<file path="src/rtl/i2c_target_regs.sv">
// I2C target with an 8-bit register-file port: filters SCL/SDA, decodes the bus
// and turns addressed writes into wr_valid strobes and reads into serialised rd_data.
module i2c_target_regs #(
  parameter logic [6:0] TARGET_ADDR = 7'h42,
  parameter int         FILTER_LEN  = 3
) (
  input  logic       clk,
  input  logic       reset,
  input  logic       scl_di,
  input  logic       sda_di,
  output logic       sda_oe,
  output logic       wr_valid,
  output logic [7:0] wr_addr,
  output logic [7:0] wr_data,
  output logic [7:0] rd_addr,
  input  logic [7:0] rd_data,
  output logic       busy
);

  localparam int CW = (FILTER_LEN > 1) ? $clog2(FILTER_LEN) : 1;
  localparam logic [CW-1:0] CNT_MAX = CW'(FILTER_LEN - 1);

  typedef enum logic [3:0] {
    S_IDLE, S_ADDR, S_ACK_A, S_PTR, S_ACK_P, S_WR, S_ACK_W, S_RD, S_RACK, S_IGNORE
  } state_t;

  // Index 0 carries SCL, index 1 carries SDA through the whole input path.
  logic [1:0]         sync1_q, sync2_q;
  logic [1:0]         filt_q, filt_d, filt_prev_q;
  logic [1:0][CW-1:0] fcnt_q, fcnt_d;

  // The input path is left out of reset so a reset never fabricates bus edges.
  always_ff @(posedge clk) begin
    sync1_q     <= {sda_di, scl_di};
    sync2_q     <= sync1_q;
    filt_q      <= filt_d;
    filt_prev_q <= filt_q;
    fcnt_q      <= fcnt_d;
  end

  always_comb begin
    filt_d = filt_q;
    fcnt_d = fcnt_q;
    for (int i = 0; i < 2; i++) begin
      if (sync2_q[i] == filt_q[i]) begin
        fcnt_d[i] = '0;
      end else if (fcnt_q[i] == CNT_MAX) begin
        filt_d[i] = sync2_q[i];
        fcnt_d[i] = '0;
      end else begin
        fcnt_d[i] = fcnt_q[i] + 1'b1;
      end
    end
  end

  logic scl_f, scl_p, sda_f, sda_p;
  logic scl_rise, scl_fall, start_ev, stop_ev;

  assign scl_f    = filt_q[0];
  assign scl_p    = filt_prev_q[0];
  assign sda_f    = filt_q[1];
  assign sda_p    = filt_prev_q[1];
  assign scl_rise = scl_f & ~scl_p;
  assign scl_fall = ~scl_f & scl_p;
  assign start_ev = scl_f & scl_p & sda_p & ~sda_f;
  assign stop_ev  = scl_f & scl_p & ~sda_p & sda_f;

  state_t     state_q, state_d;
  logic [3:0] bitcnt_q, bitcnt_d;
  logic [7:0] shift_q, shift_d;
  logic       rw_q, rw_d;
  logic       sda_oe_q, sda_oe_d;
  logic       busy_q, busy_d;
  logic [7:0] ptr_q, ptr_d;
  logic       wr_valid_q, wr_valid_d;
  logic [7:0] wr_addr_q, wr_addr_d;
  logic [7:0] wr_data_q, wr_data_d;

  always_ff @(posedge clk) begin
    if (reset) begin
      state_q    <= S_IDLE;
      bitcnt_q   <= '0;
      sda_oe_q   <= 1'b0;
      busy_q     <= 1'b0;
      ptr_q      <= '0;
      wr_valid_q <= 1'b0;
      wr_addr_q  <= '0;
      wr_data_q  <= '0;
    end else begin
      state_q    <= state_d;
      bitcnt_q   <= bitcnt_d;
      sda_oe_q   <= sda_oe_d;
      busy_q     <= busy_d;
      ptr_q      <= ptr_d;
      wr_valid_q <= wr_valid_d;
      wr_addr_q  <= wr_addr_d;
      wr_data_q  <= wr_data_d;
    end
  end

  always_ff @(posedge clk) begin
    shift_q <= shift_d;
    rw_q    <= rw_d;
  end

  // sda_oe only ever moves on a filtered SCL fall, so it is stable while SCL is high.
  always_comb begin
    state_d    = state_q;
    bitcnt_d   = bitcnt_q;
    shift_d    = shift_q;
    rw_d       = rw_q;
    sda_oe_d   = sda_oe_q;
    busy_d     = busy_q;
    ptr_d      = ptr_q;
    wr_valid_d = 1'b0;
    wr_addr_d  = wr_addr_q;
    wr_data_d  = wr_data_q;

    if (wr_valid_q) ptr_d = ptr_q + 8'd1;

    if (start_ev) begin
      state_d  = S_ADDR;
      bitcnt_d = '0;
      sda_oe_d = 1'b0;
    end else if (stop_ev) begin
      state_d  = S_IDLE;
      sda_oe_d = 1'b0;
      busy_d   = 1'b0;
    end else begin
      case (state_q)
        S_IDLE: ;
        S_ADDR, S_PTR, S_WR: begin
          if (scl_rise) begin
            shift_d  = {shift_q[6:0], sda_f};
            bitcnt_d = bitcnt_q + 4'd1;
          end else if (scl_fall && bitcnt_q == 4'd8) begin
            bitcnt_d = '0;
            if (state_q == S_ADDR) begin
              if (shift_q[7:1] == TARGET_ADDR) begin
                state_d  = S_ACK_A;
                sda_oe_d = 1'b1;
                busy_d   = 1'b1;
                rw_d     = shift_q[0];
              end else begin
                state_d = S_IGNORE;
                busy_d  = 1'b0;
              end
            end else if (state_q == S_PTR) begin
              ptr_d    = shift_q;
              state_d  = S_ACK_P;
              sda_oe_d = 1'b1;
            end else begin
              wr_valid_d = 1'b1;
              wr_addr_d  = ptr_q;
              wr_data_d  = shift_q;
              state_d    = S_ACK_W;
              sda_oe_d   = 1'b1;
            end
          end
        end
        S_ACK_A: begin
          if (scl_fall) begin
            bitcnt_d = '0;
            if (rw_q) begin
              state_d  = S_RD;
              shift_d  = rd_data;
              sda_oe_d = ~rd_data[7];
            end else begin
              state_d  = S_PTR;
              sda_oe_d = 1'b0;
            end
          end
        end
        S_ACK_P, S_ACK_W: begin
          if (scl_fall) begin
            state_d  = S_WR;
            bitcnt_d = '0;
            sda_oe_d = 1'b0;
          end
        end
        S_RD: begin
          if (scl_fall) begin
            if (bitcnt_q == 4'd7) begin
              state_d  = S_RACK;
              sda_oe_d = 1'b0;
            end else begin
              shift_d  = shift_q << 1;
              sda_oe_d = ~shift_q[6];
              bitcnt_d = bitcnt_q + 4'd1;
            end
          end
        end
        // A fall seen here always follows an ACK: a NACK has already left the state.
        S_RACK: begin
          if (scl_rise) begin
            if (sda_f) begin
              state_d = S_IGNORE;
              busy_d  = 1'b0;
            end else begin
              ptr_d = ptr_q + 8'd1;
            end
          end else if (scl_fall) begin
            state_d  = S_RD;
            bitcnt_d = '0;
            shift_d  = rd_data;
            sda_oe_d = ~rd_data[7];
          end
        end
        S_IGNORE: sda_oe_d = 1'b0;
        default:  state_d = S_IDLE;
      endcase
    end
  end

  assign sda_oe   = sda_oe_q;
  assign busy     = busy_q;
  assign wr_valid = wr_valid_q;
  assign wr_addr  = wr_addr_q;
  assign wr_data  = wr_data_q;
  assign rd_addr  = ptr_q;

endmodule
</file>
<file path="config.mk">
export PLATFORM = sky130hd
export DESIGN_NAME = i2c_target_regs
export DESIGN_NICKNAME = d
export VERILOG_FILES = /design/src/rtl/i2c_target_regs.sv
export SDC_FILE = /design/constraint.sdc
export NUM_CORES = 1
export LEC_CHECK = 0
export CELL_PAD_IN_SITES_DETAIL_PLACEMENT = 1
export CELL_PAD_IN_SITES_GLOBAL_PLACEMENT = 2
export CORE_UTILIZATION = 41
export CTS_BUF_LIST = sky130_fd_sc_hd__clkbuf_4 sky130_fd_sc_hd__clkbuf_8
export DETAILED_ROUTE_END_ITERATION = 7
export DONT_BUFFER_PORTS = 1
export GPL_ROUTABILITY_DRIVEN = 1
export PLACE_DENSITY_LB_ADDON = 0.08
export RECOVER_POWER = 100
export REMOVE_ABC_BUFFERS = 1
export SYNTH_ARGS = -nofsm -noshare
export SYNTH_HDL_FRONTEND = slang
export SYNTH_SLANG_ARGS = --single-unit
</file>
<file path="constraint.sdc">
create_clock -name clk -period 4.1 [get_ports clk]
set_clock_uncertainty 0.2 [all_clocks]
set_input_delay 0.82 -clock clk [delete_from_list [all_inputs] [get_ports clk]]
set_output_delay 0.82 -clock clk [all_outputs]
set_load 0.02 [all_outputs]
</file>
### Yosys cells after proc, flatten, opt, wreduce, memory -nomap -nowiden

Cells that the tools add are included.

| word-level totals | value |
|---|---|
| register bits | 56 |
| input bits | 12 |
| logic and storage cells | 177 |

| cells by class | value |
|---|---|
| $add $sub $neg | 4 |
| equality and inequality tests | 45 |
| muxes and demuxes | 62 |
| bitwise operators | 23 |
| reduce and logical (&&, ||, !) cells | 25 |

Operator list:

| kind | count |
|---|---|
| 2-to-1 mux 8 bit | 16 |
| 2-to-1 mux 4 bit | 17 |
| case mux 8 bit (4 select lines) | 1 |
| != test 3 bit, second input constant | 9 |
| AND reduction 9 bit | 3 |
| != test 4 bit, second input constant | 6 |
| case mux 4 bit (6 select lines) | 1 |
| != test 2 bit, second input constant | 11 |
| 2-to-1 mux 1 bit | 21 |
| AND reduction 7 bit | 3 |
| equality test 4 x 3 -> 1 bit, second input constant | 5 |
| NOT 1 bit | 16 |
| case mux 4 bit (4 select lines) | 1 |
| case mux 8 bit (2 select lines) | 1 |
| equality test 4 bit, second input constant | 3 |
| != test 5 bit, second input constant | 2 |
| AND reduction 10 bit | 1 |
| OR reduction 2 bit | 5 |
| OR reduction 3 bit | 3 |
| adder 8 x 1 -> 8 bit, second input constant | 1 |
| equality test 4 x 2 -> 1 bit, second input constant | 2 |
| nonzero test 4 bit | 2 |
| AND 1 bit | 7 |
| equality test 7 bit, second input constant | 1 |
| 17 further kinds | 21 |

### Longest topological paths before layout

Gate-level depths: netlist (run 1).

| depth | value |
|---|---|
| word-level depth | 9 |
| mapped depth | 8 |
| mapped depth without buffers | 7 |

### Worst setup path before layout (run 1)

No wires, ideal clock.

| timing | value |
|---|---|
| path type | register -> register |
| start point | reg state_q[3] |
| end point | reg shift_q[0] (enable) |
| library setup time | 0.419 ns |
| arrival | 2.526 ns |
| data required time | 3.481 ns |
| setup slack | 0.955 ns |
| stages on the path, launching flop included | 6 |
| clock period less this slack | 3.145 ns |
| path through | dfxtp_1 clkbuf_1 buf_2 a31oi_1 o22a_1 a2111oi_0 |

| between the ends | value |
|---|---|
| cells in the longest elaborated chain, start to end | 4 |
| elaborated cells between the ends (all ways) | 16 |
| classes of those cells | 13 x eq/ne; 3 x reduce/logical |

Ends and longest elaborated chain:

| what | line | source |
|---|---|---|
| start, declared | 68 | `state_t state_q, state_d;` |
| start signal, assigned | 90 | `state_q <= state_d;` |
| equality test 4 x 1 -> 1 bit, or another cell as far along | 130 | `case (state_q)` |
| OR reduction 3 bit | 130 |  |
| nonzero test 4 bit (no source line) / != test 2 bit (equally long branches) | -- |  |
| AND reduction 10 bit (no source line) * | -- |  |
| end signal, assigned | 102 | `shift_q <= shift_d;` |
| end, declared | 70 | `logic [7:0] shift_q, shift_d;` |

Every way passes the cells marked *; elsewhere a longest branch is shown, timed or not.
A chain may end at the register's enable or synchronous reset.

### Final worst setup path (run 1)

| timing | value |
|---|---|
| start point | reg state_q[0] |
| end point | reg shift_q[0] (enable) |

Same word-level chain as after synthesis.

==> out/qor.yml, run 1 <==
status:
  outcome: "finished with violations"
  violations: "capacitance limit, slew limit"
place:
  dp_cells: 409
  numPortBuffers: 0
  pre_cts_slack_ns: 1.39
  hpwl_mm: 5.71
  place.gp.congestion: 0.863
  placed_area_mm2: 0.00315
clocking:
  clkLatencyLatePin_ns: 0.32
  holdBufCountCts: 0
  cts_root_buf: "clkbuf_8"
  clock-sinks: 56
  clk_pin_slew_worst_paths_ns: 0.11
  cts_resized: 0
  htree_levels: 2
  cts_made_buffers: 5
  cts_tree: "done"
  post-cts-setup-buffer-count: 0
  clk_path_buf_depth: 2
synthesis:
  synth-seq-area-share: 0.397
  synth-main-ff-cell: "dfxtp_1"
  avgSynthCellArea_um2: 9.49
  yosysUniqueCellTypes: 66
  synth_area_mm2: 0.00310
  synthCells: 327
  async_flop_share: 0
  yosysWarnings: 0
  synth_edf_count: 11
  synth-seq-cells: 56
layout:
  fin_cells: 417
  areaGrowthSynthToFinish_pct: 3.51
  mostFrequentLayoutCells: "dfxtp_1 (45), nor2_1 (35), nand2_1 (19), mux2i_1 (19)"
  num_antenna_cells: 0
  drive_gt1_frac: 0.0723
  final_nets: 337
  final_area_mm2: 0.00321
  layout_commonest_cell: "dfxtp_1"
worst_setup_path:
  worst-path-buf-inv: 1
  worstSetupPathType: "reg -> reg"
  worstPathMaxFanout: 18
  end_kind: "flop"
  crit_arrival_ns: 2.94
  crit_slowest_cell: "dfxtp_1"
  cp.depth: 5
  path_cells: "nor2b_1 > a31oi_1 > o22a_1 > a2111oi_0 > clkbuf_1"
  start_kind: "flop"
  critPathMaxStageDelay_ns: 0.76
  critPathTopFamily: "flip-flops"
  r2r_cells: 5
  required_ns: 3.88
pwr:
  irDropWorstVdd_v: 0.000256
  p_per_area_mw_per_mm2: 512
  p_leak_uw: 0.00121
  finalPower_uw: 1640
floorplan:
  num_rows: 31
  io_pins: 39
  die_h_um: 89.0
  core_mm2: 0.00729
  start_util: 0.425
  die_area_mm2: 0.00792
  die_w_um: 89.0
global_route:
  grt_max_degree: 26
  grt_pass1_vias: 2400
  grtUsageTotal: 0.208
  grt_pass1_wl_mm: 12.4
  antenna_found_initial: 0
  gr-total-overflow: 0
timing:
  setup_slack_ns: 0.937
  fmax_mhz: 316
  slew_violations: 1
  finalHoldViolCount: 0
  setup_viol: 0
  tns_ns: 0
  rsz0062_at_grt: "no"
  period_share: 0.772
  layout_min_cycle_time_ns: 3.16
  tightestPinTransition_ns: 1.49
  max_slew_margin: -0.00148
detailed_routing:
  wl_per_cell_um: 18.9
  vias_per_cell: 5.79
  remaining_drc_errors: 0
  num_vias: 2414
  ant_nets: 0
  drtPass1Iterations: 4
  drt_iter0_drc: 92
  wl_mm: 7.88
hold_path:
  hold_path.class: "reg -> reg"
  holdPathStages: 0
job:
  maxCapViolCount: 1
==> routing by layer <==
metal	vias to the layer above	share of wire	track usage	wire length (µm)
met2	37	0.47	0.344	3740
li1	1170	-	-	-
met4	0	0.0070	0.0390	55
met3	6	0.035	0.0397	272
met5	-	0	0	0
met1	1201	0.48	0.285	3810
==> synthesized netlist by cell type (2+ instances only) <==
cell       number  area, µm²
o22ai_1         9       56.3
o21ai_0         9       45.0
xor2_1          5       43.8
nand3_1         3       15.0
inv_1          15       56.3
and2_1          2       12.5
buf_4           2       15.0
edfxtp_1       11        330
nand4_1         7       43.8
o21a_1          3       22.5
a211oi_1        4       30.0
ha_1            8        100
buf_2           4       20.0
a22oi_1         2       15.0
o211a_1         3       30.0
a22o_1          2       17.5
xnor2_1        13        114
nor2_1         35        131
o211ai_1        3       22.5
nor3b_1         3       22.5
mux2_2          7       78.8
dfxtp_1        45        901
nor4b_4         2       47.6
nor2b_1         6       37.5
mux2i_1        19        190
nor3_1          9       45.0
a31oi_1         2       12.5
clkbuf_1       10       37.5
nand2_1        19       71.3
a21oi_1        15       75.1
nand3b_1        4       30.0
buf_6           2       22.5
a221oi_1        2       17.5
nand2b_1        6       37.5
nor4b_1         2       17.5
a2bb2oi_1       4       35.0
==> sequential cells by signal, indices dropped and copies added (netlist names), 4 cells and up <==
| signal | cells |
|---|---|
| rd_addr | 8 |
| wr_data | 8 |
| state_q | 4 |
| shift_q | 8 |
| fcnt_q | 4 |
| wr_addr | 8 |
| bitcnt_q | 4 |
==> metrics by stage <==
step	hold WS [ns]	utilization
after floorplan	0.110	-
after global placement	0.120	0.432
after detailed placement	0.115	0.432
after CTS	0.149	0.445
after global routing	0.154	0.440
final	0.144	0.440
==> path summary, 6_finish.rpt <==
| path | start | endpoint | slack, ns |
|---|---|---|---|
| max | state_q[0] | shift_q[0] | 0.94 |
| min | sync1_q[1] | sync2_q[1] | 0.14 |
| max reg2reg | state_q[0] | shift_q[0] | 0.94 |
| min reg2reg | sync1_q[1] | sync2_q[1] | 0.14 |
==> cell type report <==
class                      instances  area, µm²
timing repair buffer               2       7.51
clock buffer                       5       68.8
multi-input combinational        237       1690
clock inverter                     3       28.8
inverter                          15       56.3
sequential                        56       1230
fill                             868       4080
tap                               99        124
==> where the power goes <==
group          internal [µW]  leakage [µW]  switching (µW)
registers                670      0.000468             144
logic                    224      0.000687             270
clock network            130     0.0000511             208
==> logic make-up (layout without fill, tap and decap cells) <==
kind of cell    Yosys count  after routing  share of synthesized area
simple gates            110            110                      0.203
compound gates           74             74                      0.177
flops                    56             56                      0.397
buf+inv                  34             25                     0.0500
mux                      26             26                     0.0867
xor+xnor                 18             18                     0.0508
fa+ha+maj                 9              9                     0.0355
Note: power is estimated with default switching activity, not from simulation.
==> inputs of run 2 (changes only) <==
==> constraint.sdc (replaced) <==
create_clock -name clk -period 3.1 [get_ports clk]
set_clock_uncertainty 0.2 [all_clocks]
set_input_delay 0.62 -clock clk [delete_from_list [all_inputs] [get_ports clk]]
set_output_delay 0.62 -clock clk [all_outputs]
set_load 0.02 [all_outputs]
==> run 2 against run 1 <==
Against the previous run: the run now ends clean; non-clock buffer count up 3; count of clock-buffer cells in the layout unchanged; sequential power up 30%; sequential cell count unchanged; routed wire length up 0.43%; clock power up 29%; sequential share of layout area down 0.16 points; cell count up 0.72%; critical path depth down 1; worst hold slack worse by 0.026 ns; combinational power up 37%; highest routed layer unchanged.
==> out/qor.yml, run 2 (same netlist as run 1, synthesis figures left out) <==
status:
  outcome: "finished clean"
timing:
  hold-worst-slack_ns: 0.118
  max_slew_margin: 0.363
  setup_viol: 0
  period_share: 0.865
  fmax_mhz: 373
  slew_violations: 0
  rsz0062_at_grt: "no"
  tightestPinTransition_ns: 0.949
  finalHoldViolCount: 0
  layout_min_cycle_time_ns: 2.68
job:
  maxCapViolCount: 0
detailed_routing:
  ant_nets: 0
  wl_mm: 7.91
  wl_per_cell_um: 18.8
  remaining_drc_errors: 0
  drtPass1Iterations: 4
  drt_iter0_drc: 117
  num_vias: 2408
  vias_per_cell: 5.73
place:
  place.gp.congestion: 0.819
  hpwl_mm: 5.82
  dp_cells: 412
  numPortBuffers: 0
hold_path:
  hold_path.class: "in -> reg"
clocking:
  cts_root_buf: "clkbuf_8"
  post-cts-setup-buffer-count: 0
  holdBufCountCts: 0
  cts_tree: "done"
  clkLatencyLatePin_ns: 0.32
  clock-sinks: 56
  clk_path_buf_depth: 2
  cts_made_buffers: 5
  clk_pin_slew_worst_paths_ns: 0.11
  htree_levels: 2
  cts_resized: 0
global_route:
  grtUsageTotal: 0.209
  grt_max_degree: 23
  antenna_found_initial: 0
  grt_pass1_wl_mm: 12.5
  gr-total-overflow: 0
  grt_pass1_vias: 2346
layout:
  areaGrowthSynthToFinish_pct: 3.95
  layout_commonest_cell: "dfxtp_1"
  fin_cells: 420
  mostFrequentLayoutCells: "dfxtp_1 (45), nor2_1 (35), nand2_1 (19), mux2i_1 (19)"
  final_nets: 340
  num_antenna_cells: 0
  drive_gt1_frac: 0.0872
floorplan:
  die_w_um: 89.0
  core_mm2: 0.00729
  num_rows: 31
  io_pins: 39
  start_util: 0.425
  die_area_mm2: 0.00792
  die_h_um: 89.0
worst_setup_path:
  worstPathMaxFanout: 18
  worstSetupPathType: "reg -> reg"
  start_kind: "flop"
  required_ns: 2.98
  end_kind: "flop"
  crit_arrival_ns: 2.56
pwr:
  finalPower_uw: 2170
  irDropWorstVdd_v: 0.000369
  p_per_area_mw_per_mm2: 675
  p_leak_uw: 0.00122
==> run 2: changes by cell type in the layout (fill, tap and decap cells not counted), sizes merged <==
cell	previous run	this run
buf	0	2
clkbuf	7	8
==> run 2: final cells by class <==
class,count,area (µm²)
fill,860,4070
clock inverter,3,28.8
sequential,56,1230
tap,99,124
multi-input combinational,237,1690
timing repair buffer,5,27.5
inverter,15,56.3
clock buffer,5,68.8
==> run 2: path summary, 6_finish.rpt <==
path           endpoint  cells after the start  startpoint  slack, ns
min reg2reg  sync2_q[0]                      0  sync1_q[0]       0.14
min          sync1_q[0]                      0      scl_di       0.12
max          shift_q[2]                      4  state_q[3]       0.42
max reg2reg  shift_q[2]                      4  state_q[3]       0.42
==> run 2: through the flow <==
stage | setup WS [ns] | TNS [ns] | cell area (µm²) | util
final | 0.420 | 0 | 3220 | 0.442
after global routing | 0.219 | 0 | 3220 | 0.442
after CTS | 0.636 | 0 | 3270 | 0.448
after detailed placement | 0.681 | 0 | 3170 | 0.435
after global placement | 0.672 | 0 | 3170 | 0.435
after floorplan | -0.292 | -2.34 | 3000 | -
==> run 2: critical path, cell delays in order, from the launching register on <==
cell	delay [ns]
dfxtp_1	0.70
buf_4	0.26
nor2b_1	0.11
o21ai_1	0.76
mux2_2	0.42
==> run 2: power breakdown <==
part	leakage (µW)	internal [µW]	switching, µW
combinational	0.000700	301	376
sequential	0.000468	886	176
clock	0.0000511	171	264
==> run 2: layer usage <==
layer	up-vias	share of wire	GRT usage
li1	1163	-	-
met1	1178	0.47	0.291
met2	61	0.47	0.341
met3	6	0.052	0.0379
met4	0	0.0085	0.0433
met5	-	0	0
